## config.mk

```make
export PLATFORM = sky130hd
export DESIGN_NAME = pwm_multi
export DESIGN_NICKNAME = d
export VERILOG_FILES = /design/src/rtl/pwm_multi.sv
export SDC_FILE = /design/constraint.sdc
export NUM_CORES = 1
export LEC_CHECK = 0
export CAP_MARGIN = 10
export CORE_ASPECT_RATIO = 0.7
export CORE_MARGIN = 8
export CORE_UTILIZATION = 40
export CTS_BUF_LIST = sky130_fd_sc_hd__clkbuf_8
export DETAILED_ROUTE_END_ITERATION = 12
export GPL_TIMING_DRIVEN = 0
export PLACE_DENSITY = 0.66
export SYNTH_ARGS = -nofsm -noshare
export SYNTH_HDL_FRONTEND = slang
export SYNTH_SLANG_ARGS = --single-unit
```

## constraint.sdc

```tcl
create_clock -name clk -period 3.2 [get_ports clk]
set_clock_uncertainty 0.2 [all_clocks]
set_input_delay 0.48 -clock clk [delete_from_list [all_inputs] [get_ports clk]]
set_output_delay 0.48 -clock clk [all_outputs]
set_load 0.005 [all_outputs]
```

## src/rtl/pwm_multi.sv

```systemverilog
// Multi-channel PWM generator: one shared prescaled counter (edge- or centre-aligned)
// drives CHANNELS compare outputs whose duties are double-buffered and swap only at period start.
module pwm_multi #(
    parameter int WIDTH    = 8,
    parameter int CHANNELS = 4,
    parameter int PS_WIDTH = 8,
    parameter logic [CHANNELS-1:0] INVERT = {CHANNELS{1'b0}}
) (
    input  logic                         clk,
    input  logic                         rst,
    input  logic                         enable,
    input  logic                         center_mode,
    input  logic [PS_WIDTH-1:0]          prescale,
    input  logic [CHANNELS*WIDTH-1:0]    duty_data,
    input  logic                         duty_valid,
    output logic                         duty_ready,
    output logic [CHANNELS-1:0]          pwm_out,
    output logic                         period_start,
    output logic [WIDTH-1:0]             cnt_out
);

    typedef enum logic {DIR_UP = 1'b0, DIR_DOWN = 1'b1} dir_t;

    localparam logic [WIDTH-1:0]    MAX    = '1;
    localparam logic [WIDTH-1:0]    ONE    = WIDTH'(1);
    localparam logic [PS_WIDTH-1:0] PS_ONE = PS_WIDTH'(1);

    logic [WIDTH-1:0]    cnt, cnt_step;
    logic [PS_WIDTH-1:0] pc, ps_shadow;
    logic                mode_shadow;
    dir_t                dir, dir_step;
    logic                running;
    logic                pending_full;
    logic [WIDTH-1:0]    active_duty  [CHANNELS];
    logic [WIDTH-1:0]    pending_duty [CHANNELS];
    logic [CHANNELS-1:0] raw;
    logic                tick, start, capture;

    assign tick       = (pc == ps_shadow);
    assign capture    = duty_valid & ~pending_full;
    assign duty_ready = ~pending_full;
    assign cnt_out    = cnt;

    // Next counter value on a tick; centre mode bounces at MAX and ends the period on reaching 0.
    always_comb begin
        cnt_step = cnt + ONE;
        dir_step = dir;
        if (mode_shadow) begin
            if (dir == DIR_UP) begin
                if (cnt == MAX) begin
                    cnt_step = MAX - ONE;
                    dir_step = DIR_DOWN;
                end
            end else begin
                cnt_step = cnt - ONE;
                if (cnt == ONE) begin
                    dir_step = DIR_UP;
                end
            end
        end
    end

    // A period begins on restart after idle/reset, or when a tick brings the counter back to 0.
    assign start = enable & (~running | (tick & (cnt_step == '0)));

    always_comb begin
        raw = '0;
        for (int i = 0; i < CHANNELS; i++) begin
            raw[i] = (cnt < active_duty[i]);
        end
    end

    always_ff @(posedge clk) begin
        if (rst) begin
            cnt          <= '0;
            pc           <= '0;
            dir          <= DIR_UP;
            ps_shadow    <= '0;
            mode_shadow  <= 1'b0;
            running      <= 1'b0;
            period_start <= 1'b0;
            pwm_out      <= INVERT;
        end else begin
            running      <= enable;
            period_start <= start;
            // The restart edge itself still shows idle, so stale duties never leak out.
            pwm_out      <= (enable & running) ? (raw ^ INVERT) : INVERT;
            if (!enable) begin
                cnt <= '0;
                pc  <= '0;
                dir <= DIR_UP;
            end else if (start) begin
                cnt         <= '0;
                pc          <= '0;
                dir         <= DIR_UP;
                ps_shadow   <= prescale;
                mode_shadow <= center_mode;
            end else if (tick) begin
                cnt <= cnt_step;
                pc  <= '0;
                dir <= dir_step;
            end else begin
                pc <= pc + PS_ONE;
            end
        end
    end

    // Only data already pending transfers at a start; a capture on that same edge waits a period.
    always_ff @(posedge clk) begin
        if (rst) begin
            pending_full <= 1'b0;
            for (int i = 0; i < CHANNELS; i++) begin
                active_duty[i]  <= '0;
                pending_duty[i] <= '0;
            end
        end else begin
            if (start && pending_full) begin
                pending_full <= 1'b0;
                for (int i = 0; i < CHANNELS; i++) begin
                    active_duty[i] <= pending_duty[i];
                end
            end
            if (capture) begin
                pending_full <= 1'b1;
                for (int i = 0; i < CHANNELS; i++) begin
                    pending_duty[i] <= duty_data[i*WIDTH +: WIDTH];
                end
            end
        end
    end

endmodule
```

# Word level (Yosys, flattened, before mapping)
# Memories as Yosys holds them, arrays and structs flattened.
# Cells that the tools add are included.
[word_totals]
ram_bits = 64
regBits = 33
memories = 2
out_inout_bits = 14
elab_cells = 70
[classes]
mux = 24
bitwise = 17
n_lt_le_gt_ge = 4
n_reduce_logical = 8
n_addsub = 3
n_eq_ne = 3
[memory_table]
columns = ["name", "words", "width", "rd", "rd_ports_with_merged_regs", "wr", "line", "source"]
rows = [
  ["active_duty", 4, 8, 4, 0, 4, "34", "logic [WIDTH-1:0] active_duty [CHANNELS];"],
  ["pending_duty", 4, 8, 4, 0, 4, "35", "logic [WIDTH-1:0] pending_duty [CHANNELS];"],
]
[op_table]
columns = ["cell", "n"]
rows = [
  ["$mux W8", 11],
  ["$lt A8 B8 Y1", 4],
  ["$add A8 B1 Y8 const B", 2],
  ["$mux W1", 13],
  ["$or A1 B1 Y1", 9],
  ["$eq A8 B1 Y1 const B", 1],
  ["$eq A8 B8 Y1", 1],
  ["$eq A8 B8 Y1 const B", 1],
  ["$logic_not A8 Y1", 1],
  ["$sub A8 B1 Y8 const B", 1],
  ["$and A1 B1 Y1", 4],
  ["$not A1 Y1", 4],
  ["$reduce_and A2 Y1", 2],
  ["$reduce_or A4 Y1", 1],
  ["$reduce_or A3 Y1", 1],
  ["$reduce_bool A2 Y1", 1],
  ["$reduce_or A2 Y1", 1],
  ["$logic_and A1 B1 Y1", 1],
]

# Longest topological paths before layout
[logic_depth]
ltp_word = 13
ltp_mapped = 10
mapped_depth_nobuf = 9

# Least setup slack after synthesis
# No wires, ideal clock.
[synth_path]
path_kind = "register to register"
start = "register cnt[1], in the netlist cnt_out[1]"
end = "memory active_duty[0][0] (enable)"
setup_time_ps = 389
path_slack_ps = -290
arrival_time_ps = 2901
required_ps = 2611
n_path_buf = 1
stages_incl_launch_ff = 9
period_less_slack_ps = 3490
path_cell_list = "dfxtp_1 -> ha_1 -> nand4_2 -> a211oi_2 -> o32ai_1 -> or2_0 -> o41ai_1 -> buf_2 -> a21o_1"
[synth_rtl]
columns = ["item", "line", "source"]
rows = [
  ["start, declared", "28", "logic [WIDTH-1:0] cnt, cnt_step;"],
  ["start signal, assigned", "99", "cnt <= cnt_step;"],
  ["end, declared", "34", ""],
]

==> metrics.cfg <==
[clock_tree]
root_buffer=clkbuf_8
clkTransAtPathRegs_ps=100
clk_latency_ps=360
cts_tree=yes
clock_path_buffers=2
cts_buffers=9
ctsHoldBuffers=0
cts_max_level=3
cts.sinks=97

[floorplan]
rows=33
coreArea_um2=11800
die_y_um=108
initial_core_util_pct=41.2
die_width_um=148
io-pin-count=59
die_area_um2=16000

[hold_path]
worst_hold_path_type=reg2reg
min_to=pc[0]
hold_start=pc[0]
min_path_cells=1

[synthesis]
synth.avg_cell_area_um2=11.3
netlist_area_um2=4850
ys_warn_count=0
seq_area_frac_synth_pct=53.2
synth_area_leaders=edfxtp_1 40%, dfxtp_1 14%, ha_1 8.3%
syn_nets=508
synth_seq_cells=97
synth_top_area_share_pct=39.6
yosysMostFrequentCell=edfxtp_1
synth-edff-count=64
synth_top_cells_by_count=64 x edfxtp_1, 37 x and3_1, 35 x and2_1
synthCells=431
yosys_most_used_dff=edfxtp_1
yosysUniqueCellTypes=54
async_flop_share_pct=0
yosysTopAreaCell=edfxtp_1

[sta]
worst_slew_pin_slew_ps=799
slew_violations=0
rsz0062_at_grt=false
period_needed_ps=3070
period_share_pct=95.9
slew_headroom_pct=46.8
setup_viol=0
layout_setup_ws_ps=132
clock.fmax_mhz=326
timing.final.hold_violations=0

[finish]
area_growth_syn_to_layout_pct=22.5
final_cell_area_um2=5940
nets=585
fillerInstances=1055
final_cells=670
antenna_cells=0
drive_gt1_share_pct=9.94

[global_route]
grt.overflow.total=0
grt_pass1_wl_um=17000
grt_usage_pct=13.4
grt_max_degree=33
grt_pass1_vias=3295
antenna_found_initial=0

[route]
routed_wl_um=10300
drt-vias-per-instance=5.05
first_iter_violations=212
drt-pass1-iter-count=4
ant_nets=0
num_vias=3385
route.detailed.drc=0
routedWlPerCell_um=15.4

[power_and_ir_drop]
ir_worst_vdd_uv=202
power.leakage_nw=2.57
p_per_area_nw_per_um2=419

[setup_path]
crit_path_start_kind=register
cp.arrival_ps=3100
critPathMaxStageDelay_ps=510
reg2reg_from=cnt_out[1]
worstRegToRegCells=10
worstPathMaxFanout=14
endpoint_kind=register
r2r_setup_slack_ps=130
cpMaxStageDelayCell=or4_4
cp.required_ps=3230
r2r-end=active_duty[3][4]
cp_cell_sequence=inv_1 -> ha_1 -> a311oi_1 -> a31oi_1 -> o311a_1 -> or2_0 -> or4_4 -> a21boi_4 -> buf_6 -> and3_1
crit_type=reg2reg

[placed_design]
placedCellCount=646
dpl_cell_area_um2=5640
dp_hpwl_um=7320
io_buffers=58
gp_congestion=0.867
pre_cts_ws_ps=-479

[outcome]
status=finished, final reports clean

[flow_run]
drv_cap=0

-- through the flow --
step	TNS [ps]	util [%]	power, W	hold WS (ps)
2_1_floorplan	0	-	0.00158	237
3_3_place_gp	-23590	47.9	0.00168	258
3_5_place_dp	-25840	47.9	0.00168	265
4_1_cts	0	49.9	0.00252	306
5_1_grt	0	50.5	0.00260	336
6_report	0	50.5	0.00249	302
-- layout make-up --
type | count | area [µm²] | area share [%]
plain buffers | 21 | 121 | 2.04
clock buffers | 9 | 124 | 2.08
clock inverters | 7 | 83.8 | 1.41
inverters | 34 | 128 | 2.15
multi-input cells | 280 | 2060 | 34.7
flip-flops and latches | 97 | 2600 | 43.7
well taps | 157 | 196 | 3.31
repair buffers | 65 | 633 | 10.7
-- per-layer routing --
layer,vias up,global-route usage (%),wire (µm)
li1,1708,-,-
met1,1593,16.9,4930
met2,76,22.6,4780
met3,8,3.84,569
met4,0,3.12,70
met5,-,0,0
-- worst max-delay path, delay by kind of cell, from the launching register on --
| family | cells | cell delay [ps] |
|---|---|---|
| AOI/OAI and AO/OA | 4 | 790 |
| adders and majority gates | 1 | 250 |
| buffers and inverters | 2 | 270 |
| DFF | 1 | 480 |
| and+or+nand+nor | 3 | 930 |
-- worst max-delay path by stage --
| stage | start | to | slack, ps | cells after the start |
|---|---|---|---|---|
| 2_1_floorplan | cnt_out[1] | active_duty[0][0] | 180 | 8 |
| 3_3_place_gp | cnt_out[1] | active_duty[2][6] | -440 | 8 |
| 3_5_place_dp | cnt_out[1] | active_duty[2][6] | -480 | 8 |
| 4_1_cts | cnt_out[2] | active_duty[3][4] | 20 | 8 |
| 5_1_grt | cnt_out[1] | active_duty[2][6] | 10 | 10 |
| 6_report | cnt_out[1] | active_duty[3][4] | 130 | 10 |
-- flip-flops by register name, indices dropped and copies added (netlist names) --
register and flops:
active_duty 32, pending_duty 32, cnt_out 8, pc 8, ps_shadow 8, pwm_out 4, dir 1, mode_shadow 1
pending_full 1, period_start 1, running 1
-- cells by family (layout without fill, tap and decap cells) --
group / Yosys count / in the layout / share of synthesized area [%]
AOI/OAI and AO/OA: 70 / 71 / 10.8
and+or+nand+nor: 151 / 151 / 17.7
xor gates and xnor gates: 16 / 16 / 2.89
DFF: 97 / 97 / 53.2
adders and majority gates: 32 / 32 / 8.25
buffers and inverters: 55 / 136 / 5.06
muxes: 10 / 10 / 2.06
-- cells in the final DEF (no fill, tap or decap), types with 2 or more instances in the layout --
master	n
a211o_1	4
a21o_1	22
a21o_4	2
a21oi_1	7
a22oi_1	2
a311oi_1	4
a31oi_1	7
and2_1	35
and3_1	37
buf_2	3
buf_4	9
buf_6	4
clkbuf_1	11
clkbuf_8	9
clkdlybuf4s50_1	58
clkinv_4	2
dfxtp_1	26
dfxtp_2	5
dfxtp_4	2
edfxtp_1	64
ha_1	31
inv_1	34
inv_8	2
mux2i_1	10
nand2_1	8
nand2b_1	5
nand3_1	10
nand4_1	4
nor2_1	32
nor3_1	4
nor3b_1	2
o2111ai_1	2
o21a_1	2
o21ai_0	6
xnor2_1	12
xor2_1	4
-- repair_timing --
item | CTS | global route
setup buffers | 0 | 7
cloned | 1 | 0
endpoints found under the setup margin | 84 | 83
resized for setup | 8 | 7
pin swaps | 0 | 2
-- power breakdown --
| group | switching [W] | internal, W | leakage [nW] |
|---|---|---|---|
| clock | 0.000454 | 0.000376 | 0.104 |
| combinational | 0.000114 | 0.000121 | 1.51 |
| sequential | 0.0000230 | 0.00140 | 0.954 |
| total | 0.000591 | 0.00190 | 2.57 |
Power figures use the tool's default switching activity.
